[src/rtl/cordic_pkg.sv]
// Shared definitions for the 16-bit CORDIC rotator pipeline.
//   IN_W / OUT_W  : input component width and widened pipeline width (signed).
//   ANG_FRAC      : fractional bits of every angle (Q2.15 radians in 18 bits).
//   PI_4 .. T5    : quadrant constants in Q2.15 (T3 = 3*pi/4, T5 = 5*pi/4).
//   angle_t       : 18-bit signed pipeline word (angles and vector components).
//   quad_t        : signed quarter-turn count, -3 .. +3.
package cordic_pkg;

  localparam int IN_W     = 16;
  localparam int OUT_W    = 18;
  localparam int ANG_FRAC = 15;

  localparam int PI_4  = 25736;
  localparam int PI_2  = 51472;
  localparam int PI    = 102944;
  localparam int PI3_2 = 154416;
  localparam int T3    = 77208;
  localparam int T5    = 128680;

  typedef logic signed [OUT_W-1:0] angle_t;
  typedef logic signed [2:0]       quad_t;

  // Sign-extend an input-width value to the pipeline width.
  function automatic angle_t sext_in(input logic signed [IN_W-1:0] v);
    return angle_t'(v);
  endfunction

endpackage

[src/rtl/cordic_stage0_if.sv]
// Data bus of CORDIC stage 0: input sample (in_valid, Xin, Yin, Zin, theta)
// and registered result (out_valid, Xout, Yout, Zout).
// The DUT side uses modport slave, the producer/consumer uses master.
// Optional: CORDIC_STAGE0_QUAD_EN adds the 3-bit signed quarter-turn output quad.
interface cordic_stage0_if;
  import cordic_pkg::*;

  logic                   in_valid;
  logic signed [IN_W-1:0] Xin;
  logic signed [IN_W-1:0] Yin;
  logic signed [IN_W-1:0] Zin;
  angle_t                 theta;
  logic                   out_valid;
  angle_t                 Xout;
  angle_t                 Yout;
  angle_t                 Zout;
`ifdef CORDIC_STAGE0_QUAD_EN
  quad_t                  quad;

  modport master (output in_valid, Xin, Yin, Zin, theta,
                  input  out_valid, Xout, Yout, Zout, quad);
  modport slave  (input  in_valid, Xin, Yin, Zin, theta,
                  output out_valid, Xout, Yout, Zout, quad);
`else
  modport master (output in_valid, Xin, Yin, Zin, theta,
                  input  out_valid, Xout, Yout, Zout);
  modport slave  (input  in_valid, Xin, Yin, Zin, theta,
                  output out_valid, Xout, Yout, Zout);
`endif

endinterface

[src/rtl/cordic_quadrant_sel.sv]
// Combinational quarter-turn selector.
//   r    : 19-bit signed residual angle theta - Zin (Q2.15).
//   k    : quarter-turn count so that r - k*pi/2 lies in [-pi/4, pi/4].
//   corr : k*pi/2 in Q2.15, 19-bit signed.
// Comparisons are strict, so a residual exactly on a threshold stays in the
// lower-magnitude band.
module cordic_quadrant_sel
  import cordic_pkg::*;
(
  input  logic signed [18:0] r,
  output quad_t              k,
  output logic signed [18:0] corr
);

  localparam logic signed [18:0] C1 = 19'(PI_2);
  localparam logic signed [18:0] C2 = 19'(PI);
  localparam logic signed [18:0] C3 = 19'(PI3_2);

  int r_i;
  assign r_i = int'(r);

  // NOTE: every output gets a default first so no path leaves it unassigned,
  // which would otherwise infer a latch.
  always_comb begin
    k    = 3'sd0;
    corr = '0;
    if (r_i > T5) begin
      k = 3'sd3;    corr = C3;
    end else if (r_i > T3) begin
      k = 3'sd2;    corr = C2;
    end else if (r_i > PI_4) begin
      k = 3'sd1;    corr = C1;
    end else if (r_i < -T5) begin
      k = -3'sd3;   corr = -C3;
    end else if (r_i < -T3) begin
      k = -3'sd2;   corr = -C2;
    end else if (r_i < -PI_4) begin
      k = -3'sd1;   corr = -C1;
    end
  end

endmodule

[src/rtl/cordic_stage0.sv]
// CORDIC stage 0: quadrant pre-rotation by k*90 degrees, one-cycle latency.
//   clk : rising-edge clock.
//   rst : synchronous active-high reset (clears valid and data, wins over in_valid).
//   bus : cordic_stage0_if.slave -- in_valid/Xin/Yin/Zin/theta in,
//         out_valid/Xout/Yout/Zout out (18-bit signed, Zout residual in Q2.15).
// Optional: CORDIC_STAGE0_QUAD_EN exposes the registered k on bus.quad.
// Data registers load only on in_valid; out_valid follows in_valid by a cycle.
module cordic_stage0
  import cordic_pkg::*;
(
  input  logic            clk,
  input  logic            rst,
  cordic_stage0_if.slave  bus
);

  angle_t             x, y, x_rot, y_rot, z_res;
  logic signed [18:0] r, corr;
  quad_t              k;

  assign x = sext_in(bus.Xin);
  assign y = sext_in(bus.Yin);

  // 19 bits hold the full theta - Zin range without overflow.
  assign r = 19'(bus.theta) - 19'(bus.Zin);

  cordic_quadrant_sel u_sel (
    .r    (r),
    .k    (k),
    .corr (corr)
  );

  // The corrected residual is within +-pi/4, so dropping bit 18 is lossless.
  assign z_res = angle_t'(r - corr);

  // Negation happens at 18 bits, so -(-32768) is represented exactly.
  always_comb begin
    x_rot = x;
    y_rot = y;
    case (k)
      3'sd1, -3'sd3: begin x_rot = -y; y_rot = x;  end
      3'sd2, -3'sd2: begin x_rot = -x; y_rot = -y; end
      -3'sd1, 3'sd3: begin x_rot = y;  y_rot = -x; end
      default:       begin x_rot = x;  y_rot = y;  end
    endcase
  end

  // NOTE: registers use non-blocking assignments so every flop samples
  // the pre-edge values regardless of statement order.
  always_ff @(posedge clk) begin
    if (rst) begin
      bus.out_valid <= 1'b0;
      bus.Xout      <= '0;
      bus.Yout      <= '0;
      bus.Zout      <= '0;
`ifdef CORDIC_STAGE0_QUAD_EN
      bus.quad      <= '0;
`endif
    end else begin
      bus.out_valid <= bus.in_valid;
      if (bus.in_valid) begin
        bus.Xout <= x_rot;
        bus.Yout <= y_rot;
        bus.Zout <= z_res;
`ifdef CORDIC_STAGE0_QUAD_EN
        bus.quad <= k;
`endif
      end
    end
  end

endmodule

[src/flat_wrapper.sv]
// flat-port wrapper written by rule: the top's interface ports become plain ports
module cordic_stage0_flat import cordic_pkg::*;
  (clk, rst, bus_in_valid, bus_Xin, bus_Yin, bus_Zin, bus_theta, bus_out_valid, bus_Xout, bus_Yout, bus_Zout);
  cordic_stage0_if bus_i ();
  input  logic clk;
  input  logic rst;
  input wire logic [$bits(bus_i.in_valid)-1:0] bus_in_valid;
  input wire logic [$bits(bus_i.Xin)-1:0] bus_Xin;
  input wire logic [$bits(bus_i.Yin)-1:0] bus_Yin;
  input wire logic [$bits(bus_i.Zin)-1:0] bus_Zin;
  input wire logic [$bits(bus_i.theta)-1:0] bus_theta;
  output wire logic [$bits(bus_i.out_valid)-1:0] bus_out_valid;
  output wire logic [$bits(bus_i.Xout)-1:0] bus_Xout;
  output wire logic [$bits(bus_i.Yout)-1:0] bus_Yout;
  output wire logic [$bits(bus_i.Zout)-1:0] bus_Zout;
  assign bus_i.in_valid = bus_in_valid;
  assign bus_i.Xin = bus_Xin;
  assign bus_i.Yin = bus_Yin;
  assign bus_i.Zin = bus_Zin;
  assign bus_i.theta = bus_theta;
  assign bus_out_valid = bus_i.out_valid;
  assign bus_Xout = bus_i.Xout;
  assign bus_Yout = bus_i.Yout;
  assign bus_Zout = bus_i.Zout;
  cordic_stage0 u_core (.clk(clk), .rst(rst), .bus(bus_i));
endmodule
[config.mk]
export PLATFORM = sky130hd
export DESIGN_NAME = cordic_stage0_flat
export DESIGN_NICKNAME = d
export VERILOG_FILES = /design/src/rtl/cordic_pkg.sv /design/src/rtl/cordic_stage0_if.sv /design/src/rtl/cordic_quadrant_sel.sv /design/src/rtl/cordic_stage0.sv /design/src/flat_wrapper.sv
export SDC_FILE = /design/constraint.sdc
export NUM_CORES = 1
export LEC_CHECK = 0
export BUFFER_PORTS_ARGS = -buffer_cell sky130_fd_sc_hd__buf_2
export CORE_UTILIZATION = 61
export DETAILED_ROUTE_END_ITERATION = 8
export GPL_ROUTABILITY_DRIVEN = 1
export PLACE_DENSITY = 0.87
export SETUP_SLACK_MARGIN = 0.05
export SLEW_MARGIN = 0
export SYNTH_ARGS = -nofsm -noshare
export SYNTH_HDL_FRONTEND = slang
export SYNTH_HIERARCHICAL = 1
export SYNTH_SLANG_ARGS = --single-unit
[constraint.sdc]
create_clock -name clk -period 17.2 [get_ports clk]
set_input_delay 1.72 -clock clk [delete_from_list [all_inputs] [get_ports clk]]
set_output_delay 1.72 -clock clk [all_outputs]
set_load 0.02 [all_outputs]
==> impl_metrics.ini <==
[power]
p_int_w = 0.000377
vdd_drop_max_mv = 0.0516
power_switching_w = 0.000368
leakagePower_nw = 2.90
p_per_area_nw_per_um2 = 120
clkPwrFrac_pct = 10.1
p_seq_share_pct = 24.0
p_comb_share_pct = 66.0
switching_share_pct = 49.4

[global_route]
grt_pass1_wl_mm = 24.7
grt-ovfl-total = 0
track_usage_pct = 31.0
grt_pass1_vias = 5501
grt_max_degree = 73
antenna_found_initial = 0

[routing]
first_pass_iters = 9
ant_nets = 0
initialDrtViolationCount = 358
vias = 5981
drc = 10
routed_via_density = 6.20
postRouteWirelength_mm = 15.1
post_drt_wl_per_cell_um = 15.7

[job]
max_cap_violations = 0

[layout]
postLayoutCellArea_um2 = 6180
nFillCells = 781
multiInputGateArea_um2 = 4010
seq_area_um2 = 1100
nets = 963
drive_above_1_share_pct = 17.8
areaGrowthSynthToFinish_pct = 9.77
n_antenna_cell = 0

[placement]
hpwl_mm = 11.6
place_congestion = 0.914
dp_slack_ns = 8.99
place_area_um2 = 6100
io_buffer_count = 123

[critical_path]
slowest_stage = buf_4
critPathMaxFanout = 72
cpPeakStageDelay_ns = 0.56
r2r_cells = 2
crit_arrival_ns = 8.16
path_buf_inv = 4
reg2reg_to = u_core/bus.Zout[8]
startpoint = bus_Zin[2]
endpoint_kind = register
cp-start-kind = input pin
reg2reg_from = u_core/bus.Zout[8]
required_ns = 17.36
path_delay_family = compound AO/OA/AOI/OAI gates
reg2reg_slack_ns = 16.39
crit_type = input pin to register

[timing]
finalCritPeriodShare_pct = 46.5
setup_tns_ns = 0
setup_viol = 0
fin_skew_ns = 0
drv_slew = 0
worst_slack_ns = 9.20
grt_setup_unrepaired = false
worstMarginPinSlew_ns = 0.883
slew_headroom_pct = 41.2
min_period_ns = 8.00
finalHoldViolCount = 0
fmax_ghz = 0.125

[die]
start_util_pct = 63.7
rows = 34
dieArea_um2 = 9620
io-pin-count = 124
core_um2 = 8850
dieWidth_um = 98.1
dieHeight_um = 98.1

[clocking]
hold_buffers = 0
cts_tree = done
htreeDepth = 2
clk_latency_ns = 0.32
numCtsBuffers = 5
clock-sinks = 55
clkTransAtPathRegs_ns = 0.10
postCtsSetupBuffers = 0
cts_resized = 0
cts.root.buffer_cell = clkbuf_8
cts_buffer_depth = 2

[min_path]
min_from = u_core/bus.Xout[11]
holdPathEnd = u_core/bus.Xout[11]
hold_depth = 2
hold_class = register to register

[outcome]
violations = DRC
status = complete, but fails checks

[logic_synthesis]
synth_warnings = 6
syn_area_um2 = 5630
syn_avg_cell_area_um2 = 7.34
synthCells = 768
==> stage by stage <==
stage | util, % | hold WS [ns] | std cells | power [W]
after floorplan | - | 0.536 | 771 | 0.000567
after global placement | 68.9 | 0.433 | 956 | 0.000649
after detailed placement | 68.9 | 0.438 | 956 | 0.000665
after CTS | 69.9 | 0.462 | 964 | 0.000740
after global routing | 69.9 | 0.499 | 964 | 0.000800
final | 69.9 | 0.464 | 964 | 0.000745
==> metal layers <==
metal / GRT usage (%) / up-vias / share of wire (%)
li1: - / 2904 / -
met1: 37.7 / 2793 / 42
met2: 56.7 / 243 / 50
met3: 2.58 / 41 / 5.4
met4: 11.1 / 0 / 2.8
met5: 0 / - / 0
==> registers in the layout, summed over array words and instances (netlist names) <==
register              count
u_core/bus.Xout          18
u_core/bus.Yout          18
u_core/bus.Zout          18
u_core/bus.out_valid      1
==> power by group through the flow <==
stage	sequential (W)	clock [W]	combinational, W
final	0.000179	0.0000750	0.000491
after global routing	0.000182	0.0000791	0.000539
after CTS	0.000179	0.0000755	0.000486
after detailed placement	0.000182	0	0.000484
after global placement	0.000180	0	0.000469
after floorplan	0.000220	0	0.000347
==> layout make-up <==
cell class	instances	share of cell area, %
tap	108	2.18
clock inverter	3	0.303
sequential	55	17.8
clock buffer	5	1.11
multi-input combinational	611	64.9
inverter	56	3.40
timing repair buffer	126	10.3
==> tightest hold or removal path, stage by stage, from the launching register on <==
cell	delay, ns
dfxtp_1	0.34
nand2_1	0.05
o21ai_0	0.05
==> cell usage in the layout, fill, tap and decap left out, drive strengths merged, types with 17 or more instances in the layout <==
cell,instances
a21oi,56
or3,17
nor2,103
nand2,66
o21ai,51
nor3,21
dfxtp,55
ha,37
mux2i,32
xnor2,30
inv,56
buf,126
==> worst max path at each step <==
stage                          endpoint  slack (ns)  cells past startpoint
finish              u_core/bus.Zout[15]        9.20                     25
floorplan           u_core/bus.Zout[15]       10.54                     25
global placement    u_core/bus.Zout[15]        9.23                     26
global route        u_core/bus.Zout[15]        8.73                     25
CTS                 u_core/bus.Zout[15]        9.29                     25
detailed placement  u_core/bus.Zout[15]        8.99                     25
Power figures use the tool's default switching activity.
